[src/rtl/core_dispatcher_pkg.sv]
// Shared definitions for the core dispatcher: state encodings and default
// parameter values, also used when sizing the surrounding core array.
package core_dispatcher_pkg;

  localparam int DEF_NUM_CORES = 4;
  localparam int DEF_TIMEOUT   = 16;
  localparam int DEF_CYC_W     = 32;

  typedef enum logic [2:0] {
    ST_IDLE   = 3'd0,
    ST_LAUNCH = 3'd1,
    ST_RUN    = 3'd2,
    ST_DONE   = 3'd3,
    ST_ERR    = 3'd4
  } state_e;

endpackage

[src/rtl/core_dispatcher_sat_counter.sv]
// Up-counter with synchronous clear that sticks at all-ones instead of wrapping.
module sat_counter #(
  parameter int W = 8
) (
  input  logic         i_clk,
  input  logic         i_rst_n,
  input  logic         clr,
  input  logic         en,
  output logic [W-1:0] q
);

  logic [W-1:0] count_q, count_d;

  always_comb begin
    count_d = count_q;
    if (clr) begin
      count_d = '0;
    end else if (en && (count_q != '1)) begin
      count_d = count_q + W'(1);
    end
  end

  always_ff @(posedge i_clk or negedge i_rst_n) begin
    if (!i_rst_n) begin
      count_q <= '0;
    end else begin
      count_q <= count_d;
    end
  end

  assign q = count_q;

endmodule

[src/rtl/core_dispatcher.sv]
// Launch-and-join controller: starts a set of cores, confirms each went busy,
// waits for all to finish and reports run length or cores that never started.
//
// state  | meaning
// IDLE   | ready for a launch request
// LAUNCH | driving start to cores not yet seen busy, timeout running
// RUN    | all selected cores busy, waiting for them to drop busy
// DONE   | one-cycle completion pulse
// ERR    | some core never went busy; held until cleared
module core_dispatcher
  import core_dispatcher_pkg::*;
#(
  parameter int NUM_CORES = DEF_NUM_CORES,
  parameter int TIMEOUT   = DEF_TIMEOUT,
  parameter int CYC_W     = DEF_CYC_W
) (
  input  logic                 i_clk,
  input  logic                 i_rst_n,
  input  logic                 i_go,
  input  logic [NUM_CORES-1:0] i_core_mask,
  input  logic [NUM_CORES-1:0] i_busy,
  input  logic                 i_clear,
  output logic [NUM_CORES-1:0] o_start,
  output logic                 o_ready,
  output logic                 o_done,
  output logic                 o_err,
  output logic [NUM_CORES-1:0] o_err_mask,
  output logic [CYC_W-1:0]     o_cycles
);

  localparam int TMO_W = (TIMEOUT > 2) ? $clog2(TIMEOUT) : 1;
  localparam logic [TMO_W-1:0] TMO_LAST = TMO_W'(TIMEOUT - 1);

  state_e state_q, state_d;
  logic [NUM_CORES-1:0] act_mask_q, act_mask_d;
  logic [NUM_CORES-1:0] seen_q, seen_d;
  logic [NUM_CORES-1:0] err_mask_q, err_mask_d;
  logic                 cnt_clr;
  logic [TMO_W-1:0]     tmo_q;
  logic [CYC_W-1:0]     cyc_q;

  always_comb begin
    state_d    = state_q;
    act_mask_d = act_mask_q;
    seen_d     = seen_q;
    err_mask_d = err_mask_q;
    cnt_clr    = 1'b0;
    case (state_q)
      ST_IDLE: begin
        if (i_go) begin
          cnt_clr = 1'b1;
          if (|i_core_mask) begin
            act_mask_d = i_core_mask;
            seen_d     = '0;
            state_d    = ST_LAUNCH;
          end else begin
            state_d = ST_DONE;
          end
        end
      end
      ST_LAUNCH: begin
        seen_d = seen_q | (act_mask_q & i_busy);
        // All cores confirmed wins over a timeout landing on the same edge.
        if (seen_d == act_mask_q) begin
          state_d = ST_RUN;
        end else if (tmo_q == TMO_LAST) begin
          err_mask_d = act_mask_q & ~seen_d;
          state_d    = ST_ERR;
        end
      end
      ST_RUN: begin
        if ((i_busy & act_mask_q) == '0) begin
          state_d = ST_DONE;
        end
      end
      ST_DONE: begin
        state_d = ST_IDLE;
      end
      ST_ERR: begin
        if (i_clear) begin
          err_mask_d = '0;
          state_d    = ST_IDLE;
        end
      end
      default: begin
        state_d = ST_IDLE;
      end
    endcase
  end

  always_ff @(posedge i_clk or negedge i_rst_n) begin
    if (!i_rst_n) begin
      state_q    <= ST_IDLE;
      act_mask_q <= '0;
      seen_q     <= '0;
      err_mask_q <= '0;
    end else begin
      state_q    <= state_d;
      act_mask_q <= act_mask_d;
      seen_q     <= seen_d;
      err_mask_q <= err_mask_d;
    end
  end

  sat_counter #(.W(TMO_W)) u_tmo (
    .i_clk   (i_clk),
    .i_rst_n (i_rst_n),
    .clr     (cnt_clr),
    .en      (state_q == ST_LAUNCH),
    .q       (tmo_q)
  );

  sat_counter #(.W(CYC_W)) u_cyc (
    .i_clk   (i_clk),
    .i_rst_n (i_rst_n),
    .clr     (cnt_clr),
    .en      ((state_q == ST_LAUNCH) || (state_q == ST_RUN)),
    .q       (cyc_q)
  );

  assign o_start    = (state_q == ST_LAUNCH) ? (act_mask_q & ~seen_q) : '0;
  assign o_ready    = (state_q == ST_IDLE);
  assign o_done     = (state_q == ST_DONE);
  assign o_err      = (state_q == ST_ERR);
  assign o_err_mask = err_mask_q;
  assign o_cycles   = cyc_q;

endmodule

[config.mk]
export PLATFORM = sky130hd
export DESIGN_NAME = core_dispatcher
export DESIGN_NICKNAME = d
export VERILOG_FILES = /design/src/rtl/core_dispatcher_pkg.sv /design/src/rtl/core_dispatcher_sat_counter.sv /design/src/rtl/core_dispatcher.sv
export SDC_FILE = /design/constraint.sdc
export NUM_CORES = 1
export LEC_CHECK = 0
export ABC_AREA = 1
export ABC_CLOCK_PERIOD_IN_PS = 2900
export BUFFER_PORTS_ARGS = -buffer_cell sky130_fd_sc_hd__buf_2
export CORE_MARGIN = 2
export CORE_UTILIZATION = 30
export DETAILED_ROUTE_END_ITERATION = 8
export RECOVER_POWER = 25
export SLEW_MARGIN = 15
export SYNTH_ARGS = -nofsm -noshare
export SYNTH_HDL_FRONTEND = slang
export SYNTH_HIERARCHICAL = 1
export SYNTH_SLANG_ARGS = --single-unit
[constraint.sdc]
create_clock -name i_clk -period 2.9 [get_ports i_clk]
set_input_delay 0.725 -clock i_clk [delete_from_list [all_inputs] [get_ports i_clk]]
set_output_delay 0.725 -clock i_clk [all_outputs]
set_load 0.005 [all_outputs]
# Word level (Yosys, flattened, before mapping)
# Cells that the tools add are included.
dict set report totals {
  out_inout_bits 43
  latchBits 0
  romBits 0
  n_memories 0
  mem_bits_rw 0
  register_bits 51
}
dict set report classes {
  order_cmp 0
  eq_ne 15
  n_mul 0
  reduce_logical 14
  shifts 0
  n_mux 21
  bitwise_logic 6
  div_mod_pow 0
  addsub 2
}
# cell count
set ops {}
lappend ops {{32-bit two-way mux} 2}
lappend ops {{32-bit by 1-bit adder with 32-bit output (second input constant)} 1}
lappend ops {{4-bit two-way mux} 8}
lappend ops {{32-bit != test (second input constant)} 1}
lappend ops {{4-bit one-hot mux with 2 select lines} 2}
lappend ops {{3-bit two-way mux} 5}
lappend ops {{4-bit bitwise AND} 3}
lappend ops {{3-bit one-hot mux with 4 select lines} 1}
lappend ops {{2-bit != test (second input constant)} 5}
lappend ops {{4-bit NOT} 2}
lappend ops {{4-bit AND reduction} 2}
lappend ops {{2-bit nonzero test} 4}
lappend ops {{3-bit by 2-bit equality test with 1-bit output (second input constant)} 2}
lappend ops {{3-bit AND reduction} 2}
lappend ops {{4-bit by 1-bit adder with 4-bit output (second input constant)} 1}
lappend ops {{4-bit equality test} 1}
lappend ops {{4-bit equality test (second input constant)} 1}
lappend ops {{4-bit zero test} 1}
lappend ops {{4-bit != test (second input constant)} 1}
lappend ops {{4-bit OR} 1}
lappend ops {{4-bit OR reduction} 1}
lappend ops {{3-bit by 1-bit equality test with 1-bit output (second input constant)} 1}
lappend ops {{3-bit equality test (second input constant)} 1}
lappend ops {{3-bit zero test} 1}
lappend ops {{6 further kinds} 8}

# Longest topological paths before layout
# Gate-level depths: netlist of the first run.
dict set report logic_depth {
  depth_word 7
  ltp_mapped 12
  depth_no_buf 11
}

# Modules after synthesis
# The synthesis of the first run kept the hierarchy.
# module n_inst seq_area_each_um2 cells_each area_per_inst_um2
set modules_own_cells {}
lappend modules_own_cells {{sat_counter at u_cyc} 1 800.8 345 2243.4}
lappend modules_own_cells {core_dispatcher 1 375.4 117 872.1}
lappend modules_own_cells {{sat_counter at u_tmo} 1 100.1 29 222.7}

# Least setup slack after synthesis of the first run
# Ideal clock, no wire load.
dict set report synth_timing {
  path_type {input to register}
  from {input i_busy[0]}
  to {register state_q[0]}
  arrival_time_ns 1.620
  path_stages 8
  setup_ns 0.119
  slack_ns 1.161
  cell_sequence {a21oi_1 ha_1 nand2_1 inv_1 nand2_1 nand3_1 nand4_1 nand2_1}
}
dict set report synth_between {
  elab_chain_len 5
  elab_cells_between_ends 9
}
# item line_no
set synth_rtl {}
lappend synth_rtl {{start: declaration} core_dispatcher.sv:21} ;# input logic [NUM_CORES-1:0] i_busy,
lappend synth_rtl {{4-bit bitwise AND (*)} {core_dispatcher.sv:62, core_dispatcher.sv:72}}
lappend synth_rtl {{4-bit OR} core_dispatcher.sv:62} ;# seen_d = seen_q | (act_mask_q & i_busy);
lappend synth_rtl {{4-bit equality test} core_dispatcher.sv:64} ;# if (seen_d == act_mask_q) begin
lappend synth_rtl {{3-bit != test (no line) / 3-bit two-way mux (equally long branches)} -}
lappend synth_rtl {{4-bit AND reduction (no line) / 3-bit one-hot mux with 4 select lines (equally long branches)} -}
lappend synth_rtl {{end signal: assignment} core_dispatcher.sv:98} ;# state_q <= state_d;
lappend synth_rtl {{end: declaration} core_dispatcher.sv:34} ;# state_e state_q, state_d;
# Every way passes the cells marked *; elsewhere a longest branch is shown, timed or not.
# A chain may end at the register's enable or synchronous reset.

# Worst setup path after layout of the first run
dict set report layout_timing {
  from {register state_q[2]}
  to {output o_start[3]}
}
dict set report layout_between {
  elab_chain_len 2
}
# item line_no
set layout_rtl {}
lappend layout_rtl {{3-bit by 1-bit equality test with 1-bit output} core_dispatcher.sv:121} ;# assign o_start = (state_q == ST_LAUNCH) ? (act_mask_q & ~seen_q) : '0;
lappend layout_rtl {{4-bit two-way mux} core_dispatcher.sv:121}
lappend layout_rtl {{end: declaration} core_dispatcher.sv:23} ;# output logic [NUM_CORES-1:0] o_start,
# Every way passes these cells.

==> run_results.csv, run 1 <==
group,metric,value,unit
worst_setup_path,endpoint_kind,"primary output",
final_layout,antenna-diode-count,0,
sta,finalCritPeriodShare,80.2,%
logic_synthesis,ys_types,31,
place,io_buffer_count,54,
pwr,pwrdens,614,mW/mm²
clock_network,cts-buffers-inserted,5,
global_routing,grt_max_degree,27,
routing,antenna_left,0,
worst_setup_path,worstPathMaxFanout,8,
floorplanning,core.rowCount,38,
final_layout,fin_area,0.00384,mm²
place,gp_routability_congestion,0.911,
clock_network,cts_root_buf,"sky130_fd_sc_hd__clkbuf_8",
global_routing,grt.overflow.total,0,
global_routing,grt_util_all_layers,15.5,%
floorplanning,initial_utilization,30.8,%
floorplanning,area_of_the_core,0.0108,mm²
logic_synthesis,syn_inst,491,
routing,drc,0,
final_layout,leading_cell_type_in_the_layout_fill_and_taps_excluded,"sky130_fd_sc_hd__nand2_1",
logic_synthesis,synthesis.yosys.warnings,6,
clock_network,ctsLongestPathBuffers,2,
hold_path,worst_hold_path.endpoint,"o_err_mask[0]",
logic_synthesis,sequential_area_share_after_synthesis,38.2,%
clock_network,cts_repair_resize_count,0,
hold_path,timing.hold.worst.start,"o_err_mask[0]",
final_layout,drive_above_1_share,16.7,%
pwr,static_leakage,2.02,nW
clock_network,insertion_delay,0.32,ns
sta,timing_worst_slew_pin_value,1.48,ns
clock_network,cts-hold-fix-buffers,0,
logic_synthesis,postSynthAreaPerCell,6.80,µm²
pwr,ir_worst_vdd,228,µV
logic_synthesis,yosys_register_bits,51,
clock_network,clk_pin_slew_worst_paths,0.09,ns
global_routing,wire_length_of_the_first_global_routing_pass,14700,µm
worst_setup_path,r2r_end,"u_cyc/q[24]",
worst_setup_path,critPathLaunchType,"register",
place,dpl_cell_area,0.00377,mm²
routing,wirelength,8790,µm
worst_setup_path,worst-endpoint-arrival,1.60,ns
sta,timing.final.hold_violations,0,
routing,vias,3259,
worst_setup_path,setup.reg_to_reg.worst_slack,0.76,ns
floorplanning,die-height,109,µm
final_layout,fill_cells,1191,
worst_setup_path,worstReg2RegStart,"u_cyc/q[1]",
hold_path,worst_hold_path.num_cells,2,
worst_setup_path,worst_path_class_setup,"register to primary output",
worst_setup_path,worst_ep_required_time,2.17,ns
sta,worst_slew_margin_rel,1.65,%
clock_network,number_of_sinks_on_the_clock_net,51,
sta,tns,0,ns
sta,skew,0.0104,ns
routing,drtIter0Drc,156,
hold_path,hold_path.class,"register to register",
job,drv.max_cap_violation_count,0,
global_routing,antenna_violations_before_repair,0,
sta,finalCriticalPeriod,2.32,ns
floorplanning,fp.dieW,109,µm
sta,max_freq,430,MHz
routing,drt_first_pass_iters,5,
final_layout,final_cell_mix,"sky130_fd_sc_hd__nand2_1 (190), sky130_fd_sc_hd__nor2_1 (62), sky130_fd_sc_hd__buf_2 (53)",
worst_setup_path,timing.critical_path.from,"state_q[2]",
sta,rsz_0062_raised_after_global_routing,"false",
outcome,status,"completed",
routing,route.detailed.vias_per_inst,4.72,
clock_network,tritoncts,"built",
place,dp_hpwl,6610,µm
clock_network,cts-htree-levels,2,
logic_synthesis,postSynthNetCount,509,
final_layout,area.growth.synth_to_final,15.1,%
global_routing,vias_in_the_first_global_route,3009,
sta,timing_max_transition_violations_final,0,
logic_synthesis,syn_area,0.00334,mm²
worst_setup_path,r2r_cells,11,
sta,setup_viol,0,
final_layout,final_nets,567,
floorplanning,pin_count,55,
clock_network,post-cts-setup-buffer-count,0,
routing,route.detailed.wl_per_inst,12.7,µm
floorplanning,design.die.area,0.0120,mm²
-- flip-flops by register name, indices dropped and copies added, names as in the netlist --
name        cells
act_mask_q      4
o_err_mask      4
seen_q          4
state_q         3
u_cyc/q        32
u_tmo/q         4
-- report_power, final --
group          total [mW]  internal (mW)  switching [mW]
registers            1.04          0.847           0.190
clock network       0.427          0.170           0.258
logic               0.893          0.315           0.578
-- layer usage --
metal | up-vias | GRT usage [%] | part of all wire [%]
li1 | 1671 | - | -
met1 | 1509 | 21.8 | 48
met2 | 65 | 23.7 | 45
met3 | 14 | 2.43 | 4.2
met4 | 0 | 6.60 | 2.3
met5 | - | 0 | 0
-- Yosys cell counts --
library cell	n	area, µm²
sky130_fd_sc_hd__xor2_1	6	52.6
sky130_fd_sc_hd__clkinv_2	1	5.00
sky130_fd_sc_hd__nand4_4	1	21.3
sky130_fd_sc_hd__ha_1	6	75.1
sky130_fd_sc_hd__clkbuf_1	2	7.51
sky130_fd_sc_hd__a21oi_1	9	45.0
sky130_fd_sc_hd__nor2_2	5	31.3
sky130_fd_sc_hd__o21ai_0	6	30.0
sky130_fd_sc_hd__nand3_1	48	240
sky130_fd_sc_hd__nand3b_1	1	7.51
sky130_fd_sc_hd__nand2_4	3	33.8
sky130_fd_sc_hd__nand2_8	1	20.0
sky130_fd_sc_hd__nor3_1	2	10.0
sky130_fd_sc_hd__a22oi_1	1	7.51
sky130_fd_sc_hd__buf_2	1	5.00
sky130_fd_sc_hd__nand4_1	11	68.8
sky130_fd_sc_hd__nor2_1	62	233
sky130_fd_sc_hd__inv_2	4	15.0
sky130_fd_sc_hd__dfrtp_1	51	1280
sky130_fd_sc_hd__o21bai_1	1	7.51
sky130_fd_sc_hd__buf_6	4	45.0
sky130_fd_sc_hd__inv_1	44	165
sky130_fd_sc_hd__nand2_2	6	37.5
sky130_fd_sc_hd__nor2_4	3	33.8
sky130_fd_sc_hd__buf_1	1	3.75
sky130_fd_sc_hd__nand2_1	190	713
sky130_fd_sc_hd__xnor2_1	4	35.0
sky130_fd_sc_hd__or2_2	1	6.26
sky130_fd_sc_hd__o21ai_1	14	70.1
sky130_fd_sc_hd__nor3_4	1	16.3
sky130_fd_sc_hd__nor2_8	1	20.0
-- layout make-up --
| type | count | area [µm²] | area share, % |
|---|---|---|---|
| inverters | 49 | 185 | 4.82 |
| clock buffers | 6 | 72.6 | 1.89 |
| well taps | 140 | 175 | 4.56 |
| flip-flops and latches | 51 | 1280 | 33.2 |
| multi-input cells | 383 | 1820 | 47.3 |
| clock inverters | 2 | 12.5 | 0.326 |
| repair buffers | 59 | 304 | 7.92 |
-- how the worst max path moves through the flow --
| stage | end | slack [ns] |
|---|---|---|
| 2_1_floorplan | state_q[0] | 1.16 |
| 3_3_place_gp | u_cyc/q[31] | 0.81 |
| 3_5_place_dp | u_cyc/q[6] | 0.77 |
| 4_1_cts | o_start[1] | 0.58 |
| 5_1_grt | u_cyc/q[27] | 0.38 |
| 6_report | o_start[3] | 0.58 |
-- critical path: stages, from the launching register on --
cell and delay, ns:
sky130_fd_sc_hd__dfrtp_1 0.47, sky130_fd_sc_hd__nor3_4 0.45, sky130_fd_sc_hd__nand2_1 0.10, sky130_fd_sc_hd__nor2_1 0.12, sky130_fd_sc_hd__buf_2 0.13
-- per-stage QoR --
step           hold slack (ns)  worst slack, ns  total power [mW]  util (%)  instances
2_1_floorplan            0.429             1.16              1.68         -        491
3_5_place_dp             0.494            0.774              1.95      34.8        682
5_1_grt                  0.539            0.380              2.57      35.4        690
3_3_place_gp             0.488            0.813              1.92      34.8        682
4_1_cts                  0.438            0.580              2.39      35.6        690
6_report                 0.511            0.575              2.36      35.4        690
-- cell families (layout without fill, tap and decap cells) --
logic type,Yosys count,in the layout,synth area share [%]
DFF,51,51,38.2
xor gates and xnor gates,10,10,2.62
buffers and inverters,57,116,7.38
AOI/OAI and AO/OA,31,31,4.80
adders and majority gates,6,6,2.25
and+or+nand+nor,336,336,44.7
(Power assumes the default switching activity.)
==> run 2, diff against run 1 <==
--- a/config.mk
+++ b/config.mk
@@ -6,7 +6,7 @@
 export NUM_CORES = 1
 export LEC_CHECK = 0
 export ABC_AREA = 1
-export ABC_CLOCK_PERIOD_IN_PS = 2900
+export ABC_CLOCK_PERIOD_IN_PS = 2400
 export BUFFER_PORTS_ARGS = -buffer_cell sky130_fd_sc_hd__buf_2
 export CORE_MARGIN = 2
 export CORE_UTILIZATION = 30
==> constraint.sdc (replaced) <==
create_clock -name i_clk -period 2.4 [get_ports i_clk]
set_input_delay 0.6 -clock i_clk [delete_from_list [all_inputs] [get_ports i_clk]]
set_output_delay 0.6 -clock i_clk [all_outputs]
set_load 0.005 [all_outputs]
==> run_results.csv, run 2 (synthesis results as in run 1) <==
group,metric,value,unit
clock_network,post-cts-setup-buffer-count,0,
worst_setup_path,worst_ep_required_time,1.80,ns
worst_setup_path,critical-path-slowest-cell,"sky130_fd_sc_hd__dfrtp_1",
final_layout,area.growth.synth_to_final,16.1,%
routing,route.detailed.wl_per_inst,12.7,µm
floorplanning,initial_utilization,30.8,%
floorplanning,design.die.area,0.0120,mm²
worst_setup_path,timing.critical_path.slowest_cell_delay,0.47,ns
worst_setup_path,worst_path_class_setup,"register to primary output",
floorplanning,area_of_the_core,0.0108,mm²
pwr,pwr-share-clk,21.3,%
routing,route.detailed.vias_per_inst,4.75,
global_routing,grt_max_degree,29,
hold_path,hold_path.class,"input port to register",
floorplanning,fp.dieW,109,µm
final_layout,final_nets,566,
job,drv.max_cap_violation_count,0,
sta,tns,0,ns
routing,antenna_left,0,
clock_network,cts-htree-levels,2,
worst_setup_path,timing.critical_path.cells,"nor3_4 -> nand2_1 -> nor2_1 -> buf_2",
sta,hold-worst-slack,0.505,ns
clock_network,insertion_delay,0.32,ns
pwr,static_leakage,2.04,nW
global_routing,grt_util_all_layers,15.6,%
pwr,power_report.internal_total,1.71,mW
routing,wirelength,8740,µm
worst_setup_path,worst-endpoint-arrival,1.58,ns
place,dp_hpwl,6570,µm
pwr,p_seq_share,42.2,%
final_layout,fin_area,0.00388,mm²
sta,rsz_0062_raised_after_global_routing,"false",
place,dpl_cell_area,0.00376,mm²
clock_network,cts-buffers-inserted,5,
sta,setup_viol,0,
pwr,pwrdens,762,mW/mm²
pwr,netSwitchingFraction,42.1,%
pwr,power.switching,1.24,mW
pwr,total_power,2.95,mW
clock_network,cts_repair_resize_count,0,
sta,skew,0.0125,ns
final_layout,postLayoutCoreUtil,35.8,%
routing,vias,3276,
pwr,ir_worst_vdd,326,µV
sta,setup_ws,0.215,ns
sta,max_freq,458,MHz
global_routing,wire_length_of_the_first_global_routing_pass,14600,µm
clock_network,tritoncts,"built",
global_routing,antenna_violations_before_repair,0,
worst_setup_path,endpoint_kind,"primary output",
clock_network,clk_pin_slew_worst_paths,0.10,ns
routing,drt_first_pass_iters,4,
sta,timing_worst_slew_pin_value,1.46,ns
global_routing,vias_in_the_first_global_route,3075,
routing,drc,0,
sta,worst_slew_margin_rel,2.67,%
final_layout,drive_above_1_share,16.8,%
sta,finalCritPeriodShare,91.0,%
final_layout,antenna-diode-count,0,
worst_setup_path,worstPathMaxFanout,8,
routing,drtIter0Drc,144,
sta,finalCriticalPeriod,2.18,ns
floorplanning,core.rowCount,38,
final_layout,leading_cell_type_in_the_layout_fill_and_taps_excluded,"sky130_fd_sc_hd__nand2_1",
sta,timing_max_transition_violations_final,0,
outcome,status,"completed",
place,gp_routability_congestion,0.887,
place,detailedPlace.worstSlack,0.359,ns
final_layout,final_cell_mix,"sky130_fd_sc_hd__nand2_1 (190), sky130_fd_sc_hd__nor2_1 (62), sky130_fd_sc_hd__buf_2 (53)",
place,io_buffer_count,54,
floorplanning,pin_count,55,
clock_network,cts_root_buf,"sky130_fd_sc_hd__clkbuf_8",
floorplanning,die-height,109,µm
place,place_inst,681,
clock_network,cts-hold-fix-buffers,0,
sta,timing.final.hold_violations,0,
clock_network,number_of_sinks_on_the_clock_net,51,
final_layout,largest_register_ffs,32,
pwr,power.combinational.fraction,36.5,%
worst_setup_path,critPathLaunchType,"register",
global_routing,grt.overflow.total,0,
final_layout,stdcell_count,689,
clock_network,ctsLongestPathBuffers,2,
[run 2: changes by cell type in the layout (fill, tap and decap cells not counted)]
cell | previous run | this run
sky130_fd_sc_hd__buf_12 | 0 | 1
sky130_fd_sc_hd__buf_4 | 4 | 3
sky130_fd_sc_hd__bufinv_16 | 0 | 1
sky130_fd_sc_hd__clkbuf_1 | 2 | 1
sky130_fd_sc_hd__clkbuf_2 | 1 | 0
sky130_fd_sc_hd__clkinv_4 | 0 | 1
sky130_fd_sc_hd__clkinvlp_4 | 1 | 0
[run 2: critical path: cells and delay by family (launching register included)]
family,cells,cell delay (ns)
simple gates,3,0.66
flops,1,0.47
buf+inv,1,0.13
[run 2: worst paths after layout]
check	startpoint	end	slack, ns	depth (start not counted)
worst max-delay path	state_q[2]	o_start[0]	0.22	4
worst min-delay path	i_core_mask[0]	act_mask_q[0]	0.50	3
worst max register to register	u_cyc/q[1]	u_cyc/q[28]	0.32	11
worst min register to register	o_err_mask[3]	o_err_mask[3]	0.51	2
max in group asynchronous	i_rst_n	u_cyc/q[1]	0.94	1
min in group asynchronous	i_rst_n	u_cyc/q[8]	0.61	1
[run 2: final cells by class]
class                   count  area (µm²)
clock buffers               5        68.8
multi-input cells         383        1820
fillers                  1158        6960
inverters                  49         185
clock inverters             3        43.8
flip-flops and latches     51        1280
well taps                 140         175
repair buffers             58         312
[run 2: metal layers]
| layer | vias to the layer above | global-route usage (%) | wire [µm] |
|---|---|---|---|
| met4 | 0 | 5.97 | 125 |
| met3 | 9 | 2.43 | 349 |
| met1 | 1556 | 21.0 | 4060 |
| met5 | - | 0 | 0 |
| met2 | 48 | 25.0 | 4200 |
| li1 | 1663 | - | - |
[run 2: power by group through the flow]
stage / logic (mW) / registers (mW) / clock network [mW]
floorplan: 0.817 / 1.22 / 0
global placement: 1.06 / 1.25 / 0
detailed placement: 1.09 / 1.26 / 0
CTS: 1.09 / 1.25 / 0.650
global route: 1.24 / 1.28 / 0.680
finish: 1.08 / 1.25 / 0.630
